## src/rtl/rg_bit_collector.sv

```systemverilog
`default_nettype none
// ============================================================================
//  Module   : rg_bit_collector
//  Purpose  : Samples the ring-generator serial bitstream, optionally debiases
//             it with a von Neumann pair corrector, packs WIDTH-bit words into
//             a valid/ready holding register and runs a repetition-count test.
//  Revision : 1.0
// ============================================================================
module rg_bit_collector #(
    parameter int WIDTH     = 32,
    parameter int DEBIAS    = 1,
    parameter int RCT_LIMIT = 31
) (
    input  logic             iClk,
    input  logic             iRst,
    input  logic             iEn,
    input  logic             iSample,
    input  logic             iSerial,
    input  logic             iClear,
    input  logic             iReady,
    output logic             oValid,
    output logic [WIDTH-1:0] oData,
    output logic             oAlarm,
    output logic             oOverflow
);

    localparam int CNT_W = $clog2(WIDTH);
    localparam int RUN_W = $clog2(RCT_LIMIT + 1);

    localparam logic [CNT_W-1:0] c_LAST_BIT  = CNT_W'(WIDTH - 1);
    localparam logic [CNT_W-1:0] c_CNT_ONE   = CNT_W'(1);
    localparam logic [RUN_W-1:0] c_RUN_LIMIT = RUN_W'(RCT_LIMIT);
    localparam logic [RUN_W-1:0] c_RUN_ONE   = RUN_W'(1);

    typedef enum logic [0:0] {
        c_IDLE = 1'b0,
        c_HALF = 1'b1
    } pairState_t;

    logic             r_valid;
    logic [WIDTH-1:0] r_data;
    logic             r_alarm;
    logic             r_overflow;
    logic [WIDTH-1:0] r_acc;
    logic [CNT_W-1:0] r_bitCnt;
    logic [RUN_W-1:0] r_run;
    logic             r_lastBit;

    logic             w_sample;
    logic             w_emitRaw;
    logic             w_emitBit;
    logic             w_emit;
    logic             w_wordDone;
    logic [WIDTH-1:0] w_accNext;
    logic [RUN_W-1:0] w_runNext;

    // iClear wins over a coincident sample
    assign w_sample   = iEn & iSample & ~iClear;
    assign w_emit     = w_emitRaw & ~r_alarm;
    assign w_accNext  = {w_emitBit, r_acc[WIDTH-1:1]};
    assign w_wordDone = w_emit & (r_bitCnt == c_LAST_BIT);

    generate
        if (DEBIAS != 0) begin : g_debias
            pairState_t r_state;
            pairState_t w_stateNext;
            logic       r_held;
            logic       w_heldNext;

            always_ff @(posedge iClk or posedge iRst) begin
                if (iRst) begin
                    r_state <= c_IDLE;
                    r_held  <= 1'b0;
                end else begin
                    r_state <= w_stateNext;
                    r_held  <= w_heldNext;
                end
            end

            // 01 -> 0, 10 -> 1, equal pairs are discarded
            always_comb begin
                w_stateNext = r_state;
                w_heldNext  = r_held;
                w_emitRaw   = 1'b0;
                w_emitBit   = r_held;
                if (iClear || r_alarm) begin
                    w_stateNext = c_IDLE;
                end else if (w_sample) begin
                    case (r_state)
                        c_IDLE: begin
                            w_heldNext  = iSerial;
                            w_stateNext = c_HALF;
                        end
                        c_HALF: begin
                            w_emitRaw   = (r_held != iSerial);
                            w_stateNext = c_IDLE;
                        end
                        default: w_stateNext = c_IDLE;
                    endcase
                end
            end
        end else begin : g_raw
            assign w_emitRaw = w_sample;
            assign w_emitBit = iSerial;
        end
    endgenerate

    // Packing: the first emitted bit of a word ends up in bit 0
    always_ff @(posedge iClk or posedge iRst) begin
        if (iRst) begin
            r_acc    <= '0;
            r_bitCnt <= '0;
        end else begin
            if (iClear || r_alarm) begin
                r_bitCnt <= '0;
            end else if (w_emit) begin
                r_bitCnt <= (r_bitCnt == c_LAST_BIT) ? '0 : r_bitCnt + c_CNT_ONE;
            end
            if (w_emit) begin
                r_acc <= w_accNext;
            end
        end
    end

    // Single-entry holding register; a word arriving while full and not
    // being drained is dropped and flagged
    always_ff @(posedge iClk or posedge iRst) begin
        if (iRst) begin
            r_valid    <= 1'b0;
            r_data     <= '0;
            r_overflow <= 1'b0;
        end else begin
            if (w_wordDone) begin
                if (!r_valid || iReady) begin
                    r_data  <= w_accNext;
                    r_valid <= 1'b1;
                end else begin
                    r_overflow <= 1'b1;
                end
            end else if (r_valid && iReady) begin
                r_valid <= 1'b0;
            end
            if (iClear) begin
                r_overflow <= 1'b0;
            end
        end
    end

    always_comb begin
        w_runNext = c_RUN_ONE;
        if ((iSerial == r_lastBit) && (r_run != '0)) begin
            w_runNext = (r_run == c_RUN_LIMIT) ? r_run : r_run + c_RUN_ONE;
        end
    end

    // Repetition-count test on raw bits, independent of debiasing
    always_ff @(posedge iClk or posedge iRst) begin
        if (iRst) begin
            r_run     <= '0;
            r_lastBit <= 1'b0;
            r_alarm   <= 1'b0;
        end else if (iClear) begin
            r_run   <= '0;
            r_alarm <= 1'b0;
        end else if (w_sample) begin
            r_run     <= w_runNext;
            r_lastBit <= iSerial;
            if (w_runNext == c_RUN_LIMIT) begin
                r_alarm <= 1'b1;
            end
        end
    end

    assign oValid    = r_valid;
    assign oData     = r_data;
    assign oAlarm    = r_alarm;
    assign oOverflow = r_overflow;

endmodule
`default_nettype wire

```

## config.mk

```make
export PLATFORM = sky130hd
export DESIGN_NAME = rg_bit_collector
export DESIGN_NICKNAME = d
export VERILOG_FILES = /design/src/rtl/rg_bit_collector.sv
export SDC_FILE = /design/constraint.sdc
export NUM_CORES = 1
export LEC_CHECK = 0
export ABC_AREA = 1
export BUFFER_PORTS_ARGS = -buffer_cell sky130_fd_sc_hd__buf_2
export CORE_ASPECT_RATIO = 0.5
export CORE_UTILIZATION = 46
export CTS_BUF_LIST = sky130_fd_sc_hd__clkbuf_8
export DETAILED_ROUTE_END_ITERATION = 10
export PLACE_DENSITY = 0.66
export SETUP_SLACK_MARGIN = 0.05
export SYNTH_ARGS = -nofsm -noshare
export SYNTH_HDL_FRONTEND = slang
export SYNTH_SLANG_ARGS = --single-unit
export TNS_END_PERCENT = 100
```

## constraint.sdc

```tcl
create_clock -name iClk -period 7.52 [get_ports iClk]
set_input_delay 1.128 -clock iClk [delete_from_list [all_inputs] [get_ports iClk]]
set_output_delay 1.128 -clock iClk [all_outputs]
set_load 0.05 [all_outputs]
```

==> impl_results.md <==
- Result of the run: finished clean
- Number of nets in the final layout: 413
- Post-synthesis sequential element count: 79
- Number of max-slew violations in the final report: 0
- Number of fill cells in the layout: 651
- Worst-case setup margin in the final layout: 4620 ps
- Num CTS Buffers: 9
- Total power density per cell area: 195 mW/mm^2
- Kind of critical path: input pin to flip-flop
- Stage delay of the slowest cell on the critical path: 490 ps
- Seq. cell area: 0.00198 sq mm
- Area taken by multi-input logic gates: 0.00113 sq mm
- Quantity of gates resized following cts: 0
- Register-to-register setup slack: 5150 ps
- Tightest hold margin: 480 ps
- Count of pins on the block boundary: 42
- Worst Clk Skew: 11.4 ps
- Vias per std cell: 4.77
- Later-pin clock latency in the skew report: 360 ps
- Total global routing overflow: 0
- Top library cells by usage in the layout, fill and taps aside: sky130_fd_sc_hd__nand2_1 (99), sky130_fd_sc_hd__dfrtp_1 (79), sky130_fd_sc_hd__inv_1 (55)
- Count of clock tree sinks: 79
- Die area: 0.00783 sq mm
- Cell area after technology mapping: 0.00343 sq mm
- Final Hold Vio Count: 0
- Commonest non-fill, non-tap cell in the layout: sky130_fd_sc_hd__nand2_1
- Worst hold-check path type: flip-flop to flip-flop
- Max H-tree Level: 3
- RSZ-0062 raised after global routing: false
- Post-CTS Setup Bufs: 0
- Iteration-0 DRC Markers: 102
- Post-synth cell types: 21
- Buffers added on ports: 41
- Final count of negative-setup-slack endpoints: 0
- Max Clock Freq: 345 MHz
- RD Place Congestion: 0.761
- Launch instance of the worst register-to-register path: g_debias.r_held$_DFFE_PP0P_
- Placement Setup Slack: 4230 ps
- Cell breakdown of the critical path: buf_2 -> nand2_2 -> nor2_4 -> nand3_4 -> nor2_4 -> nand2_4 -> nand2_1 -> o21ai_2
- CP Max Fanout: 67
- Sequential cell area fraction in the yosys report: 57.6%
- Post-CTS Hold Fix Bufs: 0
- Starting density of the core: 49.5%
- Worst Path Required: 7750 ps
- Residual DRC count: 0
- Residual antenna-violating net count after detailed routing: 0
- Max_cap viols: 0
- Nature of the critical path endpoint: flip-flop
- Largest delay contributor family on the critical path: simple AND/OR/NAND/NOR gates
- Leakage: 0.00190 uW
- Floorplan die width: 124 um
- Actual slew at the worst max-slew pin: 959 ps
- Most numerous cell on the critical path: sky130_fd_sc_hd__nor2_4
- Ratio of cells with drive above 1 in the final layout: 23.8%
- Vertical die dimension: 63.1 um
- Standard-cell rows: 21
- Setup TNS: 0 ps
- Clock tree from TritonCTS: built
- Antenna violations before repair: 0
- Startpoint kind of the worst setup timing path: input pin
- Worst endpoint data arrival time: 3130 ps
- Launching element of the worst setup path: iEn
- First-pass GRT wire length: 10300 um
- Number of iterations in the first detailed-routing pass: 4
- Worst hold path startpoint: oData[25]$_DFFE_PP0P_
- Worst path buffer plus inverter count: 1
- Pin count of the biggest net entering global routing: 80
- Via count of the first global-routing pass: 2311
- DP HPWL: 3960 um
- Portion of synthesized cell area occupied by the leading cell type: 57.6%
- Count of antenna diodes in the layout: 0
- Yosys synthesis warning count: 0
- Cell with the largest stage delay on the worst path: sky130_fd_sc_hd__nand3_4
- Headroom to the max-slew limit: 36.1%
- Wire length per cell: 11.8 um
- Max IR drop VDD: 0.0000807 V
- Tmin final: 2900 ps
- Biggest area contributors in the synthesized netlist: sky130_fd_sc_hd__dfrtp_1 (58%), sky130_fd_sc_hd__nand2_1 (11%), sky130_fd_sc_hd__o21ai_2 (7.9%)
- Area of the core region: 0.00694 sq mm
- Post-Synthesis Mean Instance Area: 9.45 sq um
- Post-Route Utilization: 55.2%
- Nets in the synthesized netlist: 374
- Cell accounting for the most synthesized area: sky130_fd_sc_hd__dfrtp_1
- Total via count after detailed routing: 2378
- Post-Route WL: 5890 um
- Syn Inst Count: 363
- Layout area overhead: 11.6%
- Clock slew at the register clock pins of the worst setup and hold paths: 80 ps
- Cell chosen for the clock root: sky130_fd_sc_hd__clkbuf_8
- All-Layer GR Usage: 17.6%
- Final period utilization: 38.5%
- Clock tree buffer depth: 2
report_power, final:
part / switching, uW / internal [uW] / leakage, uW / total, uW
combinational: 20.2 / 6.16 / 0.000704 / 26.4
sequential: 2.20 / 428 / 0.00110 / 430
clock: 154 / 137 / 0.0000967 / 291
total: 176 / 571 / 0.00190 / 747
state kept, by name (all words and copies together), names as in the netlist, 5 cells and up:
| signal | flops |
|---|---|
| r_bitCnt | 5 |
| oData | 32 |
| r_acc | 31 |
| r_run | 5 |
worst paths after layout:
kind | cells after the start | end
setup / recovery | 8 | oData[19]$_DFFE_PP0P_
hold / removal | 2 | oData[25]$_DFFE_PP0P_
setup reg to reg | 8 | oData[19]$_DFFE_PP0P_
hold reg to reg | 2 | oData[25]$_DFFE_PP0P_
max in group asynchronous | 3 | oData[0]$_DFFE_PP0P_
min in group asynchronous | 3 | oData[29]$_DFFE_PP0P_
cell usage after synthesis:
| library cell | n |
|---|---|
| sky130_fd_sc_hd__nand2_1 | 99 |
| sky130_fd_sc_hd__dfrtp_1 | 79 |
| sky130_fd_sc_hd__inv_1 | 55 |
| sky130_fd_sc_hd__o21ai_0 | 42 |
| sky130_fd_sc_hd__o21ai_2 | 31 |
| sky130_fd_sc_hd__nand3_1 | 16 |
| sky130_fd_sc_hd__nor2_1 | 9 |
| sky130_fd_sc_hd__buf_6 | 7 |
| sky130_fd_sc_hd__ha_1 | 4 |
| sky130_fd_sc_hd__nand4_1 | 4 |
| sky130_fd_sc_hd__buf_2 | 3 |
| sky130_fd_sc_hd__nor2_4 | 3 |
| sky130_fd_sc_hd__clkbuf_1 | 2 |
| sky130_fd_sc_hd__nand2_2 | 2 |
| sky130_fd_sc_hd__a21oi_1 | 1 |
| sky130_fd_sc_hd__a22oi_1 | 1 |
| sky130_fd_sc_hd__buf_4 | 1 |
| sky130_fd_sc_hd__clkbuf_2 | 1 |
| sky130_fd_sc_hd__inv_2 | 1 |
| sky130_fd_sc_hd__nand2_4 | 1 |
| sky130_fd_sc_hd__nand3_4 | 1 |
logic make-up (layout without fill, tap and decap cells):
family                     Yosys count  after routing  synth area share, %
AOI/OAI and AO/OA                   75             75                 14.4
adders and majority gates            4              4                 1.46
buffers and inverters               70            114                 9.45
DFF                                 79             79                 57.6
and+or+nand+nor                    135            135                 17.1
routing by layer:
metal	vias up	global-route usage, %	share of wire (%)
li1	1214	-	-
met3	8	8.51	6.4
met2	58	27.8	46
met5	-	0	0
met1	1098	20.7	46
met4	0	6.40	1.3
layout make-up:
class                      count  share of cell area (%)
inverter                      56                    5.49
multi-input combinational    214                    29.5
sequential                    79                    51.6
tap                           92                    3.01
clock inverter                 5                   0.882
timing repair buffer          42                    5.55
clock buffer                  11                    3.95
per-stage QoR:
stage / area (sq um) / std cells / power [uW]
floorplan: 3430 / 363 / 457
global placement: 3640 / 483 / 465
detailed placement: 3640 / 483 / 466
CTS: 3830 / 499 / 761
global route: 3830 / 499 / 785
finish: 3830 / 499 / 747
worst min-delay path, stage by stage, from the launching register on:
cell,delay [ps]
sky130_fd_sc_hd__dfrtp_1,340
sky130_fd_sc_hd__nand2_1,60
sky130_fd_sc_hd__o21ai_2,50
(Power assumes the default switching activity.)
